`src/rtl/modulo_matriz_varredura.sv`:
```
// modulo_matriz_varredura: 5x7 LED matrix row scanner with frame snapshot and row-change blanking
module modulo_matriz_varredura #(
  parameter int DIV   = 1000,
  parameter int BLANK = 8
) (
  input  logic        clk,
  input  logic        clr,
  input  logic        en,
  input  logic [34:0] m_in,
  output logic [6:0]  lin,
  output logic [4:0]  col,
  output logic        frame_done
);
  localparam int CW = $clog2(DIV);
  localparam logic [CW-1:0] LAST = CW'(DIV - 1);
  logic [CW-1:0]   cnt;
  logic [2:0]      row;
  logic [34:0]     snap;
  logic            run;
  logic            dark;
  logic [6:0][4:0] rows;
  assign rows = snap;
  // advance the slot counter and row, snapshot the register at each frame start
  always_ff @(posedge clk or posedge clr)
    if (clr) begin
      cnt        <= '0;
      row        <= '0;
      snap       <= '0;
      run        <= 1'b0;
      frame_done <= 1'b0;
    end else begin
      run <= en;
      if (!en) begin
        cnt        <= '0;
        row        <= '0;
        frame_done <= 1'b0;
      end else begin
        if (cnt == '0 && row == 3'd0) snap <= m_in;
        cnt <= (cnt == LAST) ? '0 : cnt + 1'b1;
        if (cnt == LAST) row <= (row == 3'd6) ? 3'd0 : row + 3'd1;
        frame_done <= run && row == 3'd6 && cnt == LAST;
      end
    end
  generate
    if (BLANK == 0) begin : g_nb
      assign dark = !run;
    end else begin : g_b
      assign dark = !run || cnt < CW'(BLANK);
    end
  endgenerate
  // rows[6] holds row 0 (top), so row r maps to rows[6-r]
  always_comb begin
    lin = dark ? 7'b0 : 7'b1 << row;
    col = dark ? 5'b11111 : ~rows[3'd6 - row];
  end
endmodule

```
`config.mk`:
```
export PLATFORM = sky130hd
export DESIGN_NAME = modulo_matriz_varredura
export DESIGN_NICKNAME = d
export VERILOG_FILES = /design/src/rtl/modulo_matriz_varredura.sv
export SDC_FILE = /design/constraint.sdc
export NUM_CORES = 1
export LEC_CHECK = 0
export ABC_AREA = 1
export CELL_PAD_IN_SITES_DETAIL_PLACEMENT = 1
export CELL_PAD_IN_SITES_GLOBAL_PLACEMENT = 1
export CORE_MARGIN = 3
export CORE_UTILIZATION = 38
export CTS_CLUSTER_DIAMETER = 200
export DETAILED_ROUTE_END_ITERATION = 16
export HOLD_SLACK_MARGIN = 0.1
export PLACE_DENSITY_LB_ADDON = 0.1
export SETUP_SLACK_MARGIN = 0.02
export SLEW_MARGIN = 20
export SYNTH_ARGS = -nofsm -noshare
export SYNTH_HDL_FRONTEND = slang
export SYNTH_SLANG_ARGS = --single-unit
```
`constraint.sdc`:
```
create_clock -name clk -period 2.01 [get_ports clk]
set_clock_uncertainty 0.05 [all_clocks]
set_input_delay 0.201 -clock clk [delete_from_list [all_inputs] [get_ports clk]]
set_output_delay 0.201 -clock clk [all_outputs]
set_load 0.05 [all_outputs]
```
## After elaboration in Yosys (flattened, before gate mapping)

Cells that the tools add are included.

| cells by class | value |
|---|---|
| add/sub/neg operators | 3 |
| magnitude comparators | 2 |
| eq/ne operators | 3 |
| shift-type cells | 1 |
| multiplexer cells | 10 |
| bitwise operators | 1 |
| reduce and logical (&&, ||, !) cells | 8 |

Operator list:

| cell | number |
|---|---|
| 10-bit two-way mux | 2 |
| 5-bit binary-select mux with 3-bit select | 1 |
| 10-bit by 1-bit adder with 10-bit output (second input constant) | 1 |
| 10-bit == test (second input constant) | 1 |
| 10-bit logical NOT | 1 |
| 10-bit by 4-bit < comparator with 1-bit output (second input constant) | 1 |
| 5-bit two-way mux | 2 |
| 3-bit two-way mux | 3 |
| 7-bit two-way mux | 1 |
| 1-bit by 3-bit << shifter with 7-bit output (first input constant) | 1 |
| 5-bit inverter | 1 |
| 3-bit by 4-bit < comparator with 1-bit output (second input constant) | 1 |
| 3-bit by 1-bit adder with 3-bit output (second input constant) | 1 |
| 3-bit == test (second input constant) | 1 |
| 1-bit logical AND | 3 |
| 3-bit logical NOT | 1 |
| 3-bit subtractor (first input constant) | 1 |
| 2-bit by 1-bit != test with 1-bit output (second input constant) | 1 |
| 2-bit AND reduction | 1 |
| 1-bit logical NOT | 1 |
| 1-bit logical OR | 1 |
| 1-bit two-way mux | 1 |

| storage, ports and cells | value |
|---|---|
| flip-flop bits (word level) | 50 |
| input bits | 38 |
| output and inout port bits | 13 |
| word-level logic and storage cells | 33 |

## Logic depth before layout (Yosys ltp)

| depth | value |
|---|---|
| depth after elaboration | 5 |
| gate-level depth with buffers | 9 |
| depth with buffers taken out | 7 |

## Worst setup path after synthesis

OpenSTA, ideal clock, no wires.

| path | value |
|---|---|
| path kind | register to output |
| start point | register row[0] |
| end point | output port col[0] |
| arrival time | 1.969 ns |
| data required time | 1.759 ns |
| path slack | -0.210 ns |
| stages on the path, launching flop included | 9 |
| buffers on the path | 1 |
| cell sequence | dfrtp_1 > clkinv_1 > ha_1 > buf_2 > clkinv_1 > nor2_1 > o21ai_0 > nand3_1 > nand3_1 |

| between the ends | value |
|---|---|
| word-level cells in the longest chain between the ends | 5 |

RTL lines:

| item | line | RTL |
|---|---|---|
| start: declaration | 17 | `logic [2:0] row;` |
| start signal: assignment | 40 | `if (cnt == LAST) row <= (row == 3'd6) ? 3'd0 : row + 3'd1;` |
| 3-bit subtractor | 54 | `col = dark ? 5'b11111 : ~rows[3'd6 - row];` |
| 5-bit binary-select mux with 3-bit select | 54 |  |
| 5-bit two-way mux (implied by the code) | 54 |  |
| 5-bit inverter | 54 |  |
| 5-bit two-way mux | 54 |  |
| end: declaration | 11 | `output logic [4:0] col,` |

No other way between the ends. The select of a mux whose other input is x is not followed.

## Final worst setup path

Ends and elaborated chain as after synthesis.

==> impl_metrics.csv <==
group,metric,value,unit
placed_design,io_buffers,50,
synthesis,yosysTopAreaCellShare,0.467,
synthesis,async_reset_ff_frac,1.00,
run_status,violations,"negative setup slack",
worst_setup_path,worstRegToRegCells,7,
job,maxCapViolations,0,
placed_design,place.gp.congestion,0.836,
synthesis,synth_area_per_cell,7.61,µm²
run_status,run_status,"complete, but fails checks",
global_routing,grt-ovfl-total,0,
drt,wl_met2,3860,µm
drt,top_layer,"met4",
timing,finalCritPeriodShare,1.13,
worst_setup_path,crit_fanout,6,
worst_setup_path,crit_chain,"ha_2 > ha_4 > buf_6 > o21ai_1 > o21ai_1 > nand3_2 > buf_12",
worst_setup_path,critical_path_buf_inv_count,2,
timing,fmax,441,MHz
clock_network,htree_levels,2,
floorplan,dieWidth,90.0,µm
clock_network,cts_tree,"done",
global_routing,antenna_found_initial,0,
power_and_ir_drop,p_per_area,694,nW/µm²
worst_setup_path,path_common_cell,"o21ai_1",
floorplan,die_area,8090,µm²
worst_setup_path,r2r_slack,0.31,ns
synthesis,synth-main-ff-cell,"dfrtp_1",
layout,layout_commonest_cell,"nand2_1",
timing,worst_slack,-0.258,ns
synthesis,ys_ff_latch,50,
layout,area_delta_synth_final,38.0,%
synthesis,ys_warn_count,0,
timing,min_period,2.27,ns
power_and_ir_drop,p_total,2570,µW
synthesis,yosysUniqueCellTypes,23,
worst_setup_path,timing.rr.end,"rows[7]",
worst_setup_path,end_kind,"primary output",
worst_setup_path,crit_type,"flip-flop to primary output",
global_routing,grt_max_degree,36,
clock_network,ctsHoldBuffers,0,
synthesis,synth.largest_area_cell,"dfrtp_1",
layout,diodes,0,
drt,finalWirelength,8050,µm
timing,finalMaxSlewViolations,0,
synthesis,synthesis.area,2680,µm²
drt,wl_per_cell,15.9,µm
worst_setup_path,rr_startpoint,"cnt[0]",
floorplan,die_h,90.0,µm
floorplan,ios,51,
drt,drt-met1-wl,3800,µm
placed_design,place_ws,-0.132,ns
drt,wl_met3,321,µm
worst_setup_path,arrival,2.02,ns
worst_setup_path,critPathRequiredTime,1.76,ns
floorplan,rows,29,
worst_hold_path,worst_hold_path_type,"primary input to asynchronous set/reset pin",
layout,seq_area,1250,µm²
drt,drc,0,
worst_setup_path,critPathLaunchType,"flip-flop",
drt,dr.pass1.iters,4,
layout,layout.nets,458,
power_and_ir_drop,p_leak,0.00176,µW
global_routing,grt_pass1_vias,2690,
worst_setup_path,crit_path_top_delay_cell,"dfrtp_1",
timing,rsz0062_at_grt,"true",
clock_network,cts_sinks,50,
drt,via_per_inst,4.99,
timing,hold_viol,0,
drt,drtIter0Drc,80,
worst_setup_path,crit_family,"adder cells",
placed_design,place_hpwl,5990,µm
clock_network,clock_latency,0.31,ns
power_and_ir_drop,vdd_ir_drop_max,0.471,mV
layout,multi_input_area,1340,µm²
layout,fin_cells,507,
worst_setup_path,cp_slowest_stage_delay,0.43,ns
timing,setup_viol,5,
synthesis,synth_area_leaders,"dfrtp_1 (47%), nand2_1 (13%), nand3_1 (12%)",
timing,max-slew-margin-rel,0.653,
synthesis,yosysSeqAreaShare,0.467,
drt,antenna_left,0,
layout,mostFrequentLayoutCells,"nand2_1 (90), nand3_1 (58), dfrtp_1 (50)",
placed_design,placed_cells,497,
global_routing,grt_pass1_wl,13500,µm
floorplan,start_util,0.406,
clock_network,path_clk_slew,0.10,ns
global_routing,grtUsageTotal,0.205,
floorplan,coreArea,6600,µm²
drt,vias,2530,
clock_network,cts_buffers,5,
synthesis,syn_nets,397,
synthesis,postSynthCellCount,352,
timing,worst_pin_slew,0.520,ns
synthesis,synth_edf_count,0,
layout,fillers,814,
layout,layout-drive-gt1-share,0.169,
clock_network,cts_root_buf,"clkbuf_8",
timing,final.setup.tns,-1.19,ns
clock_network,clockBufferDepth,2,
==> power by group <==
group / internal [µW] / switching (µW) / leakage [µW]
clock: 261 / 384 / 0.0000506
sequential: 1210 / 155 / 0.000638
combinational: 236 / 319 / 0.00107
==> registers in the layout (all words and copies together), names as in the netlist <==
signal,flops
frame_done,1
row,3
rows,35
cnt,10
run,1
==> worst max path at each step <==
stage            from      to  cells after the start
2_1_floorplan  row[0]  lin[0]                      4
5_1_grt        row[0]  col[4]                      9
4_1_cts        row[1]  col[1]                      9
3_3_place_gp   row[0]  col[0]                      7
6_report       row[0]  col[0]                      7
3_5_place_dp   row[0]  col[0]                      7
==> cells by family (layout without fill, tap and decap cells) <==
family	after synthesis	in the layout	synth area share
buffers and inverters	44	106	0.0789
AO/OA/AOI/OAI	27	27	0.0523
adder cells (fa/ha/maj)	7	7	0.0327
flip-flops	50	50	0.467
AND/OR/NAND/NOR	222	222	0.362
XOR/XNOR	2	2	0.00654
==> cells in the mapped netlist (2+ instances only) <==
cell       n
nand2_1   90
nand3_1   64
dfrtp_1   50
nor2_1    49
inv_1     23
o21ai_0   21
nor3_1    11
buf_2      7
ha_1       7
inv_2      5
a21oi_1    4
buf_4      4
buf_6      3
nand4_1    3
clkinv_1   2
xor2_1     2
==> routing by layer <==
metal	up-vias	global-route usage
met4	0	0.0395
met2	55	0.347
met3	7	0.0367
met1	1209	0.277
li1	1259	-
met5	-	0
==> repair_timing <==
action                     in CTS  in global routing
pin swaps                       9                  5
resized for setup              20                  8
setup endpoints to repair       5                  9
setup buffers                   1                  0
cloned                          1                  0
==> through the flow <==
step | utilization | hold slack (ns) | area, µm²
3_3_place_gp | 0.532 | 0.401 | 3510
5_1_grt | 0.560 | 0.228 | 3700
4_1_cts | 0.555 | 0.200 | 3670
2_1_floorplan | - | 0.182 | 2740
6_report | 0.560 | 0.184 | 3700
3_5_place_dp | 0.532 | 0.407 | 3510
==> area by class of cell <==
type	instances	share of cell area
clock inverters	3	0.00778
flip-flops and latches	50	0.338
multi-input cells	258	0.361
well taps	93	0.0315
clock buffers	5	0.0186
repair buffers	68	0.211
inverters	30	0.0318
Note: power is estimated with default switching activity, not from simulation.
